==> config.mk <==
export PLATFORM = sky130hd
export DESIGN_NAME = pc_sequencer
export DESIGN_NICKNAME = d
export VERILOG_FILES = /design/src/rtl/pc_sequencer.sv
export SDC_FILE = /design/constraint.sdc
export NUM_CORES = 1
export LEC_CHECK = 0
export CORE_ASPECT_RATIO = 1.1
export CORE_MARGIN = 4
export CORE_UTILIZATION = 57
export CTS_BUF_LIST = sky130_fd_sc_hd__clkbuf_16
export DETAILED_ROUTE_END_ITERATION = 10
export DONT_BUFFER_PORTS = 1
export PLACE_DENSITY_LB_ADDON = 0.2
export SLEW_MARGIN = 30
export SYNTH_ARGS = -nofsm -noshare
export SYNTH_HDL_FRONTEND = slang
export SYNTH_SLANG_ARGS = --single-unit
==> constraint.sdc <==
create_clock -name clock -period 2.4 [get_ports clock]
set_clock_uncertainty 0.1 [all_clocks]
set_input_delay 0.72 -clock clock [delete_from_list [all_inputs] [get_ports clock]]
set_output_delay 0.72 -clock clock [all_outputs]
set_load 0.05 [all_outputs]
==> src/rtl/pc_sequencer.sv <==
// Program-counter fetch/issue sequencer: fetches one word per PC from instruction
// memory, holds it for the consumer, and advances sequentially or by redirect on accept.
module pc_sequencer #(
  parameter logic [31:0] RESET_VECTOR = 32'h0000_0000,
  parameter int unsigned STEP         = 4
) (
  input  logic        clock,
  input  logic        reset,
  output logic        imem_req,
  output logic [31:0] imem_addr,
  input  logic        imem_ready,
  input  logic [31:0] imem_rdata,
  output logic        instr_valid,
  output logic [31:0] instr,
  output logic [31:0] instr_pc,
  input  logic        instr_ack,
  input  logic        branch_taken,
  input  logic [31:0] branch_target,
  input  logic        jump,
  input  logic [31:0] jump_target,
  output logic        addr_err,
  output logic [31:0] retired_count
);

  // state | meaning
  // IDLE  | post-reset bubble, no request or valid
  // FETCH | imem_req high at PC, wait for imem_ready
  // ISSUE | instr_valid high, wait for instr_ack
  localparam logic [1:0] IDLE  = 2'd0;
  localparam logic [1:0] FETCH = 2'd1;
  localparam logic [1:0] ISSUE = 2'd2;

  localparam logic [31:0] STEP_W = 32'(STEP);

  logic [1:0]  state_q, state_d;
  logic [31:0] pc_q, pc_d;
  logic [31:0] instr_q, instr_d;
  logic [31:0] instr_pc_q, instr_pc_d;
  logic [31:0] retired_q, retired_d;
  logic        addr_err_q, addr_err_d;
  logic [31:0] target;
  logic        redirect;

  always_comb begin
    state_d    = state_q;
    pc_d       = pc_q;
    instr_d    = instr_q;
    instr_pc_d = instr_pc_q;
    retired_d  = retired_q;
    addr_err_d = 1'b0;
    target     = 32'h0;
    redirect   = 1'b0;
    case (state_q)
      IDLE: state_d = FETCH;
      FETCH: begin
        if (imem_ready) begin
          instr_d    = imem_rdata;
          instr_pc_d = pc_q;
          state_d    = ISSUE;
        end
      end
      ISSUE: begin
        if (instr_ack) begin
          retired_d = retired_q + 32'd1;
          state_d   = FETCH;
          if (jump) begin
            target   = jump_target;
            redirect = 1'b1;
          end else if (branch_taken) begin
            target   = branch_target;
            redirect = 1'b1;
          end
          // Misaligned redirects are truncated to a word boundary and flagged once.
          if (redirect) begin
            pc_d       = {target[31:2], 2'b00};
            addr_err_d = |target[1:0];
          end else begin
            pc_d = pc_q + STEP_W;
          end
        end
      end
      default: state_d = IDLE;
    endcase
  end

  always_ff @(posedge clock) begin
    if (reset) begin
      state_q    <= IDLE;
      pc_q       <= RESET_VECTOR;
      instr_q    <= 32'h0;
      instr_pc_q <= 32'h0;
      retired_q  <= 32'h0;
      addr_err_q <= 1'b0;
    end else begin
      state_q    <= state_d;
      pc_q       <= pc_d;
      instr_q    <= instr_d;
      instr_pc_q <= instr_pc_d;
      retired_q  <= retired_d;
      addr_err_q <= addr_err_d;
    end
  end

  assign imem_req      = (state_q == FETCH);
  assign imem_addr     = pc_q;
  assign instr_valid   = (state_q == ISSUE);
  assign instr         = instr_q;
  assign instr_pc      = instr_pc_q;
  assign addr_err      = addr_err_q;
  assign retired_count = retired_q;

endmodule

==> summary.md, run 1 <==
| Metric | Value |
|---|---|
| FFs w/ async S/R, synth | `0%` |
| Pint | `3657 uW` |
| Synth unique cells | `around 70` |
| Initial Util | `58.74%` |
| Port Buffers | `0` |
| Final Util | `70.07%` |
| Clock Sinks | `~130` |
| Area leader, netlist | `dfxtp_1` |
| Post-route ant nets | `0` |
| Post-synthesis cell area | `between 5000 and 6000 um^2` |
| Final Slew Violations | `0` |
| Seq cells post-synth | `approximately 130` |
| Antenna violations before repair | `1` |
| Commonest non-fill, non-tap cell in the layout | `nand2_1` |
| CTS tree | `yes` |
| Required @ worst endpoint | `2640 ps` |
| Hold slack | `~270 ps` |
| Routed WL per cell | `around 20 um` |
| Critical Path Start | `imem_addr[2]` |
| Gr usage total | `approximately 30%` |
| Global placement routability congestion | `0.8655` |
| CTS root buffer | `clkbuf_16` |
| I/O pin cnt | `233` |
| Total power | `4947 uW` |
| CTS H-tree lvls | `4` |
| Wirelength, routed | `between 15 and 20 mm` |
| Tcrit/Tclk final | `between 90% and 100%` |
| Tmin final | `approximately 2200 ps` |
| Slew at the pin with the worst max-slew slack | `~660 ps` |
| Core Box Area | `around 10000 um^2` |
| RSZ-0062 raised after global routing | `no` |
| Post-synth EDFFs | `0` |
| Hold wc startpoint | `reset` |
| Drt first pass iters | `5` |
| Dpl hpwl | `approximately 13 mm` |
| Die ar. | `11870 um^2` |
| First-pass GRT wire length | `between 20 and 30 mm` |
| Final setup viols | `0` |
| Class of the worst hold path | `in2reg` |
| MaxCap Viol Count | `0` |
| Synth top area share | `a little over two fifths` |
| Largest net degree at the start of global routing | `131` |
| Num rows | `38` |
| First DRT Iteration DRCs | `471` |
| Primary FF master, synth | `dfxtp_1` |
| Fin. Hold Viols | `0` |
| Setup_tns | `0 ps` |
| Number of global-route vias before repair | `~5500` |
| Die width | `approximately 100 um` |
| Critical path class | `reg2reg` |
| Worst-Skew Late Latency | `420 ps` |
| Most frequent cells in the layout | `157 x nand2_1, 113 x dfxtp_1, 101 x a21oi_1, 79 x buf_4, 52 x nor2_1` |
| Comb power frac | `roughly 6.1%` |
| Final nets | `~890` |
| Switching Share | `roughly a quarter` |
| Hold_buf cts | `0` |
| Gr ovfl total | `0` |
| CTS max path bufs | `2` |
| Max rail drop VDD | `0.5544 mV` |
| Post-synthesis sequential area ratio | `a little over two fifths` |
| Max_slew headroom | `55.90%` |
| Crit start category | `flip-flop` |
| Net Sw Power | `around 1300 uW` |
| Clock transition at path regs | `~60 ps` |
| Sequential share of power | `between 40% and 50%` |
| Post-CTS Resized | `0` |
| Worst Setup End Kind | `flip-flop` |
| Synthesized instance count | `~740` |
| Max FO, Critical Path | `6` |
| Post-CTS setup buffer count | `0` |
| DRC Markers | `0` |
| Synth area leaders | `dfxtp_1 44%, nand2_1 10%, a21oi_1 8.7%` |
| Via count | `between 5000 and 6000` |
| Total CTS buffers | `17` |
| Vias per cell | `around 6.3` |
| Leakage | `roughly 0.0025 uW` |
| Worst R2R Start | `imem_addr[2]` |
| Clk pwr share | `a little under half` |
| Layout cells sized above 1 | `17.63%` |
| Status | `finished clean` |
| Synth warnings | `0` |
| Syn_area_per_cell | `around 7.9 um^2` |
| FMAX | `roughly 440 MHz` |
| Worst EP arrival | `about 2500 ps` |
| Syn-to-layout area delta | `19.28%` |
| Pwr/cell area | `approximately 700 nW/um^2` |
| DIE HEIGHT | `113.9 um` |
==> registers in the layout, summed over array words and instances (netlist names) <==
signal and cells:
addr_err 1, retired_count 32, imem_addr 30, instr 32, state_q 2, instr_pc 30
==> path summary, 6_finish.rpt <==
path	end	slack, ps	cells past startpoint
worst max-delay path	imem_addr[30]	150	6
worst max register to register	imem_addr[30]	150	6
worst min register to register	imem_addr[3]	400	2
worst min-delay path	imem_addr[30]	270	1
==> worst max-delay path: stages, from the launching register on <==
cell      delay [ps]
dfxtp_4          360
ha_1             190
nand4_2          120
or4_4            570
or3_1            320
o311a_1          310
a211oi_2         190
==> synth_stat cells (all sizes together) (3+ instances only) <==
library cell / instances
nand2: 157
dfxtp: 127
a21oi: 101
nor2: 53
clkbuf: 48
nand4: 24
o21ai: 19
xor2: 19
nand3: 16
nor3: 13
a211oi: 12
buf: 12
and4: 9
o211ai: 9
and3: 8
or4: 8
a221oi: 7
inv: 7
xnor2: 7
nor4: 6
or3: 6
mux2i: 5
nand2b: 4
o221ai: 4
a21o: 3
a22oi: 3
nand3b: 3
o22ai: 3
o311a: 3
o31ai: 3
or2: 3
==> per-layer routing <==
metal  part of all wire [%]  routed length, um  vias up  track usage (%)
met5                      0                  0        -                0
met4                    2.8                500        0            12.68
met3                     10               1798       40            12.05
met2                     51               9208      299            51.76
met1                     36               6489     2718            32.78
li1                       -                  -     2700                -
==> layout make-up <==
cell class                      instances  area, um^2
Clock buffer                           17       425.4
Fill cell                             824        2960
Multi-Input combinational cell        546        3002
Clock inverter                         15       121.4
Sequential cell                       127        2565
Inverter                                8       30.03
Timing Repair Buffer                   81       633.1
Antenna cell                            1       2.502
Tap cell                              120       150.1
==> cell families (layout without fill, tap and decap cells) <==
logic type / count (synthesis) / in the layout / share of synthesized area, %
flip-flops: 127 / 127 / 43.76
AND/OR/NAND/NOR: 321 / 321 / 26.06
XOR/XNOR: 26 / 26 / 3.920
other: 1 / 5 / 0.06455
buffers and inverters: 68 / 121 / 4.889
multiplexers: 5 / 5 / 0.8615
adder cells (fa/ha/maj): 2 / 2 / 0.4307
AO/OA/AOI/OAI: 188 / 188 / 20.01
==> per-stage QoR <==
stage          instance area, um^2  worst slack (ps)  std cells
2_1_floorplan                 5843             29.93        741
3_3_place_gp                  6380             153.3        882
3_5_place_dp                  6380             153.2        882
4_1_cts                       6927             148.5        914
5_1_grt                       6929             43.63        915
6_report                      6929             150.1        915
==> power groups by stage <==
stage	clock, uW	sequential, uW	combinational (uW)
floorplan	0	2360	226
global placement	0	2330	290
detailed placement	0	2330	298
CTS	2390	2280	301
global route	2510	2290	329
finish	2360	2280	303
(Power assumes the default switching activity.)
==> run 2: changes to the inputs <==
Settings changed: CORE_UTILIZATION 57 to 46, SKIP_CTS_REPAIR_TIMING set to 1.
==> run 2 against run 1 <==
Power up 0.96%. Final area grew 0.60%. Critical path type unchanged. Highest routed layer unchanged. Worst hold slack improved by 7.2 ps. Clock-buffer cell count grew 1. Wire length up 2.1%. Maximum frequency shrank 1.7%. Combinational power is 2% lower. First-iteration DRC count shrank 29%. Global-route usage fell by 5.3 points. Register-to-register slack lost 40 ps.
==> summary.md, run 2 (synthesis gave the netlist of run 1 again) <==
| Metric | Value |
|---|---|
| Drt first pass iters | `6` |
| Commonest non-fill, non-tap cell in the layout | `nand2_1` |
| First DRT Iteration DRCs | `~340` |
| Worst Reg-to-Reg Cells | `5` |
| Global placement routability congestion | `around 0.90` |
| Final nets | `slightly below 900` |
| Max FO, Critical Path | `8` |
| Crit start category | `flip-flop` |
| Status | `finished clean` |
| Leakage | `between 0.002 and 0.003 uW` |
| Final Util | `approximately 57%` |
| CTS max path bufs | `2` |
| Clock transition at path regs | `50 ps` |
| Fin. Hold Viols | `0` |
| CTS H-tree lvls | `4` |
| Dpl hpwl | `around 13 mm` |
| Vias per cell | `slightly below 6` |
| Layout cells sized above 1 | `between 10% and 20%` |
| Pwr/cell area | `716.6 nW/um^2` |
| Syn-to-layout area delta | `19.99%` |
| Critical Path Start | `imem_addr[11]` |
| Die ar. | `~14000 um^2` |
| Final Slew Violations | `0` |
| Worst EP arrival | `approximately 2500 ps` |
| Tmin final | `between 2000 and 2500 ps` |
| Reg-to-reg critical path endpoint | `imem_addr[31]` |
| Crit path to | `imem_addr[31]` |
| Ant. Diodes | `0` |
| Worst-Skew Late Latency | `410 ps` |
| Post-route ant nets | `0` |
| DIE HEIGHT | `between 100 and 150 um` |
| Hold slack | `279.1 ps` |
| Setup_tns | `0 ps` |
| Via count | `around 5600` |
| RSZ-0062 raised after global routing | `no` |
| Max_slew headroom | `a little under three fifths` |
| Slowest stage cell on the critical path | `or4_1` |
| CTS root buffer | `clkbuf_16` |
| Num rows | `42` |
| First-pass GRT wire length | `roughly 29 mm` |
| Required @ worst endpoint | `roughly 2600 ps` |
| MaxCap Viol Count | `0` |
| Total CTS buffers | `17` |
| I/O pin cnt | `approximately 230` |
| Clock Sinks | `approximately 130` |
| Initial Util | `47.65%` |
| Max rail drop VDD | `~0.46 mV` |
| Worst R2R Start | `imem_addr[11]` |
| Most frequent cells in the layout | `157 x nand2_1, 113 x dfxtp_1, 101 x a21oi_1, 81 x buf_4, 52 x nor2_1` |
| Core Box Area | `12190 um^2` |
| Gr ovfl total | `0` |
| Routed WL per cell | `19.42 um` |
| R2R setup slack | `between 100 and 150 ps` |
| CP cell instances | `nand3_1, or4_1, nor4b_1, mux2i_1, o311ai_0` |
| Port Buffers | `0` |
| Largest net degree at the start of global routing | `131` |
| Critical path class | `reg2reg` |
| Antenna violations before repair | `0` |
| FMAX | `~440 MHz` |
| Worst Setup End Kind | `flip-flop` |
| Wirelength, routed | `18.37 mm` |
| Die width | `115.2 um` |
| Tcrit/Tclk final | `approximately 95%` |
| CTS tree | `yes` |
| Gr usage total | `24.68%` |
| CP peak stage delay | `between 700 and 800 ps` |
| Class of the worst hold path | `in2reg` |
| Slew at the pin with the worst max-slew slack | `669.3 ps` |
| DRC Markers | `0` |
| Final setup viols | `0` |
| Number of global-route vias before repair | `~5600` |
## run 2: area by class of cell
type                            instances  area, um^2
Clock inverter                         11       100.1
Fill cell                            1122        5221
Tap cell                              154       192.7
Inverter                                8       30.03
Timing Repair Buffer                   82       628.1
Multi-Input combinational cell        546        3004
Sequential cell                       127        2565
Clock buffer                           18       450.4
## run 2: per-stage QoR
step / area [um^2] / cells / power [uW] / setup WS, ps
finish: 6970 / 946 / 4995 / 110.0
global route: 6970 / 946 / 5173 / 18.09
CTS: 6970 / 946 / 5035 / 138.2
detailed placement: 6420 / 917 / 2625 / 139.6
global placement: 6417 / 917 / 2615 / 146.9
floorplan: 5843 / 741 / 2583 / 29.93
## run 2: worst min path at each step
stage,start,to,slack (ps),depth (start not counted)
CTS,reset,instr_pc[24],270,1
detailed placement,imem_addr[23],instr_pc[23],410,2
finish,reset,instr_pc[15],280,1
floorplan,state_q[0],state_q[0],440,3
global route,reset,instr_pc[27],270,1
global placement,imem_addr[23],instr_pc[23],390,2
## run 2: report_power, final
part | total, uW | internal (uW) | switching (uW)
combinational | 297 | 92.8 | 204
sequential | 2280 | 2150 | 133
clock | 2410 | 1540 | 870
## run 2: critical path, delay by kind of cell, from the launching register on
kind               cells  cell delay (ps)
and+or+nand+nor        3             1380
DFF                    1              320
muxes                  1              220
AOI/OAI and AO/OA      1              120
## run 2: layer usage
| layer | up-vias | part of all wire, % | global-route usage [%] |
|---|---|---|---|
| li1 | 2696 | - | - |
| met1 | 2607 | 38 | 27.37 |
| met2 | 234 | 50 | 41.52 |
| met3 | 38 | 9.4 | 9.933 |
| met4 | 0 | 2.9 | 10.43 |
| met5 | - | 0 | 0 |
==> run 3: changes to the inputs <==
Settings changed: TNS_END_PERCENT set to 100.
==> results of run 3 <==
No change in the layout: final DEF, timing and power equal those of run 2.
